### src/rtl/mem_arbiter_pkg.sv
// Shared types and constants for the two-master memory port arbiter.
package mem_arb_pkg;

    typedef enum logic [1:0] {IDLE, GRANT0, GRANT1} arb_state_t;

    localparam logic [1:0]  GRANT_NONE    = 2'b00;
    localparam logic [1:0]  GRANT_M0      = 2'b01;
    localparam logic [1:0]  GRANT_M1      = 2'b10;

    // Read data handed back to a master whose access was abandoned by timeout
    localparam logic [31:0] TIMEOUT_RDATA = 32'h0000_0000;

endpackage

### src/rtl/mem_arbiter_if.sv
// PicoRV32-native memory handshake: request from the master, done pulse and read data back.
interface mem_arbiter_if;

    logic        valid;
    logic        instr;
    logic [31:0] addr;
    logic [31:0] wdata;
    logic [3:0]  wstrb;
    logic        ready;
    logic [31:0] rdata;

    modport master (output valid, instr, addr, wdata, wstrb, input  ready, rdata);
    modport slave  (input  valid, instr, addr, wdata, wstrb, output ready, rdata);

endinterface

### src/rtl/mem_arbiter.sv
// Shares one bram_controller port between the CPU (m0) and a loader/debug master (m1),
// one whole transaction at a time, with a timeout so a hung slave cannot lock the bus.
module mem_arbiter
    import mem_arb_pkg::*;
#(
    parameter int TIMEOUT_CYCLES = 256,
    parameter int FIXED_PRIORITY = 0
) (
    input  logic          clk,
    input  logic          reset_n,
    mem_arbiter_if.slave  m0,
    mem_arbiter_if.slave  m1,
    mem_arbiter_if.master s,
    output logic [1:0]    grant,
    output logic          timeout_err
);

    localparam int               CNT_W      = (TIMEOUT_CYCLES > 0) ? $clog2(TIMEOUT_CYCLES + 1) : 1;
    localparam bit               TIMEOUT_EN = (TIMEOUT_CYCLES > 0);
    localparam logic [CNT_W-1:0] CNT_LAST   = (TIMEOUT_CYCLES > 0) ? CNT_W'(TIMEOUT_CYCLES - 1) : '0;

    arb_state_t       state_q, state_d;
    logic             prio_q, prio_d;     // 1: master 1 wins the next tie
    logic [CNT_W-1:0] cnt_q, cnt_d;
    logic             timeout_err_q, timeout_err_d;
    logic             granted, timeout_hit, done, m0_wins;

    always_comb begin
        granted     = (state_q != IDLE);
        timeout_hit = TIMEOUT_EN && granted && !s.ready && (cnt_q == CNT_LAST);
        done        = granted && (s.ready || timeout_hit);
        m0_wins     = m0.valid && (!m1.valid || (FIXED_PRIORITY != 0) || !prio_q);
    end

    always_comb begin
        s.valid = 1'b0;
        s.instr = 1'b0;
        s.addr  = '0;
        s.wdata = '0;
        s.wstrb = '0;
        grant   = GRANT_NONE;
        case (state_q)
            GRANT0: begin
                s.valid = 1'b1;
                s.instr = m0.instr;
                s.addr  = m0.addr;
                s.wdata = m0.wdata;
                s.wstrb = m0.wstrb;
                grant   = GRANT_M0;
            end
            GRANT1: begin
                s.valid = 1'b1;
                s.instr = m1.instr;
                s.addr  = m1.addr;
                s.wdata = m1.wdata;
                s.wstrb = m1.wstrb;
                grant   = GRANT_M1;
            end
            default: ;
        endcase
        // The return path is pure passthrough so the arbiter adds no completion latency
        m0.ready    = (state_q == GRANT0) && done;
        m1.ready    = (state_q == GRANT1) && done;
        m0.rdata    = timeout_hit ? TIMEOUT_RDATA : s.rdata;
        m1.rdata    = timeout_hit ? TIMEOUT_RDATA : s.rdata;
        timeout_err = timeout_err_q;
    end

    always_comb begin
        state_d       = state_q;
        prio_d        = prio_q;
        cnt_d         = cnt_q;
        timeout_err_d = timeout_err_q | timeout_hit;
        case (state_q)
            IDLE: begin
                cnt_d = '0;
                if (m0_wins) begin
                    state_d = GRANT0;
                end else if (m1.valid) begin
                    state_d = GRANT1;
                end
            end
            GRANT0, GRANT1: begin
                if (done) begin
                    state_d = IDLE;
                    prio_d  = (state_q == GRANT0);
                end else begin
                    cnt_d = cnt_q + CNT_W'(1);
                end
            end
            default: state_d = IDLE;
        endcase
    end

    always_ff @(posedge clk or negedge reset_n) begin
        if (!reset_n) begin
            state_q       <= IDLE;
            prio_q        <= 1'b0;
            cnt_q         <= '0;
            timeout_err_q <= 1'b0;
        end else begin
            state_q       <= state_d;
            prio_q        <= prio_d;
            cnt_q         <= cnt_d;
            timeout_err_q <= timeout_err_d;
        end
    end

endmodule

### src/flat_wrapper.sv
// flat-port wrapper written by rule: the top's interface ports become plain ports
module mem_arbiter_flat import mem_arb_pkg::*;
#(
    parameter int TIMEOUT_CYCLES = 256,
    parameter int FIXED_PRIORITY = 0
)
  (clk, reset_n, grant, timeout_err, m0_valid, m0_instr, m0_addr, m0_wdata, m0_wstrb, m0_ready, m0_rdata, m1_valid, m1_instr, m1_addr, m1_wdata, m1_wstrb, m1_ready, m1_rdata, s_valid, s_instr, s_addr, s_wdata, s_wstrb, s_ready, s_rdata);
  mem_arbiter_if m0_i ();
  mem_arbiter_if m1_i ();
  mem_arbiter_if s_i ();
  input  logic clk;
  input  logic reset_n;
  output logic [1:0] grant;
  output logic timeout_err;
  input wire logic [$bits(m0_i.valid)-1:0] m0_valid;
  input wire logic [$bits(m0_i.instr)-1:0] m0_instr;
  input wire logic [$bits(m0_i.addr)-1:0] m0_addr;
  input wire logic [$bits(m0_i.wdata)-1:0] m0_wdata;
  input wire logic [$bits(m0_i.wstrb)-1:0] m0_wstrb;
  output wire logic [$bits(m0_i.ready)-1:0] m0_ready;
  output wire logic [$bits(m0_i.rdata)-1:0] m0_rdata;
  input wire logic [$bits(m1_i.valid)-1:0] m1_valid;
  input wire logic [$bits(m1_i.instr)-1:0] m1_instr;
  input wire logic [$bits(m1_i.addr)-1:0] m1_addr;
  input wire logic [$bits(m1_i.wdata)-1:0] m1_wdata;
  input wire logic [$bits(m1_i.wstrb)-1:0] m1_wstrb;
  output wire logic [$bits(m1_i.ready)-1:0] m1_ready;
  output wire logic [$bits(m1_i.rdata)-1:0] m1_rdata;
  output wire logic [$bits(s_i.valid)-1:0] s_valid;
  output wire logic [$bits(s_i.instr)-1:0] s_instr;
  output wire logic [$bits(s_i.addr)-1:0] s_addr;
  output wire logic [$bits(s_i.wdata)-1:0] s_wdata;
  output wire logic [$bits(s_i.wstrb)-1:0] s_wstrb;
  input wire logic [$bits(s_i.ready)-1:0] s_ready;
  input wire logic [$bits(s_i.rdata)-1:0] s_rdata;
  assign m0_i.valid = m0_valid;
  assign m0_i.instr = m0_instr;
  assign m0_i.addr = m0_addr;
  assign m0_i.wdata = m0_wdata;
  assign m0_i.wstrb = m0_wstrb;
  assign m0_ready = m0_i.ready;
  assign m0_rdata = m0_i.rdata;
  assign m1_i.valid = m1_valid;
  assign m1_i.instr = m1_instr;
  assign m1_i.addr = m1_addr;
  assign m1_i.wdata = m1_wdata;
  assign m1_i.wstrb = m1_wstrb;
  assign m1_ready = m1_i.ready;
  assign m1_rdata = m1_i.rdata;
  assign s_valid = s_i.valid;
  assign s_instr = s_i.instr;
  assign s_addr = s_i.addr;
  assign s_wdata = s_i.wdata;
  assign s_wstrb = s_i.wstrb;
  assign s_i.ready = s_ready;
  assign s_i.rdata = s_rdata;
  mem_arbiter #(.TIMEOUT_CYCLES(TIMEOUT_CYCLES), .FIXED_PRIORITY(FIXED_PRIORITY)) u_core (.clk(clk), .reset_n(reset_n), .m0(m0_i), .m1(m1_i), .s(s_i), .grant(grant), .timeout_err(timeout_err));
endmodule
### config.mk
export PLATFORM = sky130hd
export DESIGN_NAME = mem_arbiter_flat
export DESIGN_NICKNAME = d
export VERILOG_FILES = /design/src/rtl/mem_arbiter_pkg.sv /design/src/rtl/mem_arbiter_if.sv /design/src/rtl/mem_arbiter.sv /design/src/flat_wrapper.sv
export SDC_FILE = /design/constraint.sdc
export NUM_CORES = 1
export LEC_CHECK = 0
export ABC_CLOCK_PERIOD_IN_PS = 2300
export CAP_MARGIN = 5
export CORE_AREA = 2 2 121 123
export CTS_BUF_LIST = sky130_fd_sc_hd__clkbuf_8
export DETAILED_ROUTE_END_ITERATION = 8
export DIE_AREA = 0 0 123 125
export SLEW_MARGIN = 30
export SYNTH_ARGS = -nofsm -noshare
export SYNTH_HDL_FRONTEND = slang
export SYNTH_SLANG_ARGS = --single-unit
export TNS_END_PERCENT = 5
### constraint.sdc
create_clock -name clk -period 2.3 [get_ports clk]
set_input_delay 0.345 -clock clk [delete_from_list [all_inputs] [get_ports clk]]
set_output_delay 0.345 -clock clk [all_outputs]
set_load 0.01 [all_outputs]
; ---- Word level (Yosys, flattened, before mapping)
; Index checks and enable logic that the tools add are counted.
[op_classes]
addsub = 1
n_mul = 0
div = 0
magnitude_cmp = 0
eq_ne = 6
n_shift = 0
n_mux = 13
n_bitwise = 1
n_reduce_logical = 18
[op_table]
columns = cell, n
row1 = $pmux W32 S2, 2
row2 = $mux W32, 1
row3 = $pmux W9 S2, 1
row4 = $add A9 B1 Y9 const B, 1
row5 = $eq A9 B8 Y1 const B, 1
row6 = $mux W9, 1
row7 = $pmux W2 S2, 2
row8 = $pmux W4 S2, 1
row9 = $logic_and A1 B1 Y1, 6
row10 = $mux W2, 3
row11 = $reduce_and A2 Y1, 3
row12 = $reduce_bool A2 Y1, 2
row13 = $logic_not A1 Y1, 3
row14 = $ne A3 B2 Y1 const B, 1
row15 = $eq A2 B1 Y1 const B, 1
row16 = $eq A2 B2 Y1 const B, 1
row17 = $logic_not A2 Y1, 1
row18 = $logic_or A1 B1 Y1, 2
row19 = $ne A2 B1 Y1 const B, 1
row20 = $ne A2 B2 Y1 const B, 1
row21 = $pmux W1 S2, 1
row22 = $reduce_or A2 Y1, 1
row23 = $mux W1, 1
row24 = $or A1 B1 Y1, 1
[word_totals]
ff_bits = 13
latch_bits = 0
ram_bits = 0
mem_bits_ro = 0
inputBits = 175
out_inout_bits = 139
word_cells = 43
memories = 0

; ---- Logic depth before layout (Yosys ltp)
[depth]
ltp_word = 7
ltp_mapped = 8
mapped_depth_nobuf = 8

; ---- Least setup slack after synthesis
; Ideal clock, no wire load.
[synth_path]
kind = flip-flop to output port
from = reg u_core.cnt_q[0]
to = out m1_rdata[10]
arrival_time_ps = 1976
required_time_ps = 1955
setup_slack_ps = -21
stages_incl_launch_ff = 9
path_buffers = 2
path_cell_list = dfrtp_1 > ha_1 > and3_1 > and3_1 > ha_1 > nor3b_2 > clkbuf_1 > nor2b_1 > buf_4
[synth_via]
elab_chain_cells = 3
[synth_lines]
columns = element, line
row1 = start: declaration, mem_arbiter.sv:24  ; logic [CNT_W-1:0] cnt_q, cnt_d;
row2 = start signal: assignment, mem_arbiter.sv:104  ; cnt_q <= cnt_d;
row3 = $eq A9 B8 Y1, mem_arbiter.sv:30  ; timeout_hit = TIMEOUT_EN && granted && !s.ready && (cnt_q == CNT_LAST);
row4 = $logic_and A1 B1 Y1, mem_arbiter.sv:30
row5 = $mux W32, --
row6 = end: declaration, flat_wrapper.sv:28  ; output wire logic [$bits(m1_i.rdata)-1:0] m1_rdata;
; Every way passes these cells.

; ---- Final worst setup path
[layout_path]
from = reg u_core.cnt_q[1]
to = out m0_rdata[30]
[layout_via]
elab_chain_cells = 3
[layout_lines]
columns = element, line
row1 = $eq A9 B8 Y1, mem_arbiter.sv:30
row2 = $logic_and A1 B1 Y1, mem_arbiter.sv:30
row3 = $mux W32, mem_arbiter.sv:64  ; m0.rdata = timeout_hit ? TIMEOUT_RDATA : s.rdata;
row4 = end: declaration, flat_wrapper.sv:21  ; output wire logic [$bits(m0_i.rdata)-1:0] m0_rdata;
; Every way passes these cells.

==> run metrics <==
Synth top cells by count=nor2b_1, a22oi_1, buf_4; Initial DRT Pass Iterations=4; maxcap violations=0; CTS tree=done; initial antenna violation count=0; multi-input logic area=approximately 1900 µm²; detailed router's first-iteration violation count=between 100 and 150; Die Span Y=~130 µm; Synth top area share=around 29%; Worst EP required=around 2 ns; Routed WL=around 14000 µm; area of the mapped netlist=roughly 2200 µm²; async set-or-reset flop fraction in the synthesized netlist=100%; RSZ-0062 raised after global routing=true; H-Tree Depth=1; Seq/Total Area, Yosys=between 10 and 15%; Distinct cells, synth=29; post-synth net total=between 400 and 500; DRC=0; CTS Buf Count=3; Max Freq=406 MHz; Mapped Avg Cell Area=7.38 µm²; Area growth syn-to-layout=172%; Tcrit/Tclk final=107%; met1 Resource Use GR=between 10% and 20%; fin crit period=around 2.5 ns; routing usage on met2=around 28%; clock slew at reported path FFs=0.06 ns; final hold vios=0; GRT met3 Usage=3.74%; CP max FO=8; Leak=0.00295 µW; hold crit path type=register to register; CP Class=register to output port; first-pass GRT wire length=approximately 19000 µm; Slew Limit Fails=0; WL/cell=about 17 µm; core area=~14000 µm²; Final Skew=about 0.0013 ns; leading area contributor after synthesis=nor2b_1; Worst Tran Pin Value=about 0.62 ns; Synth Instances=approximately 300; CP Capture Type=output port; Slew headroom=58.3%; Synth Warn #=0; Max Root-Sink Buffers=2; row count=44; Final setup viols=between 60 and 70; Fillers=approximately 1400; failing checks=negative setup slack; Worst Path Arrival=around 2.1 ns; diode count=0; Initial Utilization=around 16%; largest net degree at the start of global routing=between 50 and 60; fin nets=roughly 800; number of synthesized register bits=13; dominant synthesized flop cell=dfrtp_1; vias in the first global route=3500; post-route cell area=between 6000 and 7000 µm²; Tot GR Track Use=15.2%; Ports=~310; VDD IR-drop max=roughly 470 µV; hold path startpoint=u_core.timeout_err$_DFF_PN0_; layer with the highest usage=met2; Worst Setup SP=u_core.cnt_q[1]$_DFFE_PN0P_; die area=between 15000 and 20000 µm²; top-count cell post-synth=nor2b_1; register-to-register setup slack=approximately 0.10 ns; GR Overflow Total=0; PD cells=about 760 nW/µm²; Post-CTS Hold Buffers=0; Root Driver=clkbuf_8; FF/Latch Area=~330 µm²; total power=roughly 4600 µW; worst reg2reg startpoint=u_core.cnt_q[1]$_DFFE_PN0P_; number of enable flip-flop cells after synthesis=0; main area contributors after synthesis=nor2b_1, a22oi_1, dfrtp_1, buf_4, clkbuf_1; IO Port Bufs=313; DR vias/cell=4.32; outcome=complete, but fails checks; antenna-violating nets left=0; DPL Wire Length=10000 µm; GP Congestion=0.817; via count=around 3400; layout cell share with drive strength beyond 1=between 20% and 30%; Critical Path Start Type=register; Worst Setup Slack, final=-0.164 ns; Area after DPL=5570 µm²; Die W=123 µm; Clk Latency, worst-skew pair=around 0.25 ns; # clock sinks=13
-- per-layer routing --
layer,up-vias,part of all wire [%],wire (µm)
met3,7,9.2,1260
met4,0,0.63,86
li1,1655,-,-
met1,1620,40,5410
met2,160,50,6840
met5,-,0,0
-- power by group --
| group | leakage, µW | total, µW | switching (µW) | internal, µW |
|---|---|---|---|---|
| combinational | 0.00275 | 4090 | 1920 | 2170 |
| sequential | 0.000174 | 324 | 44.3 | 279 |
| clock | 0.0000269 | 207 | 89.1 | 118 |
| total | 0.00295 | 4620 | 2050 | 2570 |
-- flip-flops by register name, indices dropped and copies added, names as in the netlist --
name / count
u_core.state_q: 2
u_core.timeout_err: 1
u_core.prio_q: 1
u_core.cnt_q: 9
-- metrics by stage --
| stage | worst slack [ns] | hold WS (ns) | util, % | setup TNS (ns) | std cells |
|---|---|---|---|---|---|
| 2_1_floorplan | -0.0210 | 0.0494 | - | -0.522 | 303 |
| 3_3_place_gp | -0.260 | 0.450 | 39.2 | -13.56 | 771 |
| 3_5_place_dp | -0.295 | 0.449 | 39.2 | -15.03 | 771 |
| 4_1_cts | -0.193 | 0.472 | 39.6 | -6.57 | 782 |
| 5_1_grt | -0.240 | 0.491 | 42.8 | -11.07 | 796 |
| 6_report | -0.164 | 0.473 | 42.8 | -6.22 | 796 |
-- logic make-up (layout without fill, tap and decap cells) --
family	count (synthesis)	after routing	synth area share, %
simple gates	130	130	35.6
compound gates	87	87	28.6
buf+inv	63	372	16.0
flops	13	13	14.6
fa+ha+maj	6	6	3.36
mux	3	3	1.51
xor+xnor	1	1	0.392
-- critical path, cell delays in order (launching register included) --
cell and delay [ns]:
dfrtp_1 0.38, ha_2 0.19, and3_4 0.18, and3_4 0.15
ha_4 0.15, nor3b_4 0.15, buf_6 0.13, buf_12 0.12
buf_16 0.15, nor2b_4 0.12, buf_2 0.14
-- cell type report --
type	count	area share, %
inverters	4	0.247
clock buffers	3	0.679
well taps	184	3.79
clock inverters	1	0.0618
flip-flops and latches	13	5.39
repair buffers	364	59.3
multi-input cells	227	30.5
-- worst paths after layout --
path / depth (start not counted) / end
setup / recovery: 10 / m0_rdata[30]
hold / removal: 1 / u_core.timeout_err$_DFF_PN0_
setup reg to reg: 10 / u_core.cnt_q[3]$_DFFE_PN0P_
hold reg to reg: 1 / u_core.timeout_err$_DFF_PN0_
max in group asynchronous: 1 / u_core.state_q[1]$_DFFE_PN0P_
min in group asynchronous: 1 / u_core.cnt_q[0]$_DFFE_PN0P_
-- repair_timing --
action | CTS | global route
pin swaps | 0 | 3
cloned | 3 | 2
endpoints found under the hold margin | 0 | 0
resized for setup | 392 | 63
buffers inserted | 4 | 12
endpoints found under the setup margin | 135 | 86
-- cells in the final DEF (no fill, tap or decap), types with 5 or more instances in the layout --
master / n
clkdlybuf4s50_1: 178
nor2b_1: 70
a22oi_1: 69
dlygate4sd2_1: 53
buf_6: 42
buf_2: 31
buf_4: 30
nor2b_4: 28
dlymetal6s2s_1: 16
dfrtp_1: 11
buf_12: 8
nand2_1: 6
o21ai_1: 6
nor2_1: 5
Note: power is estimated with default switching activity, not from simulation.
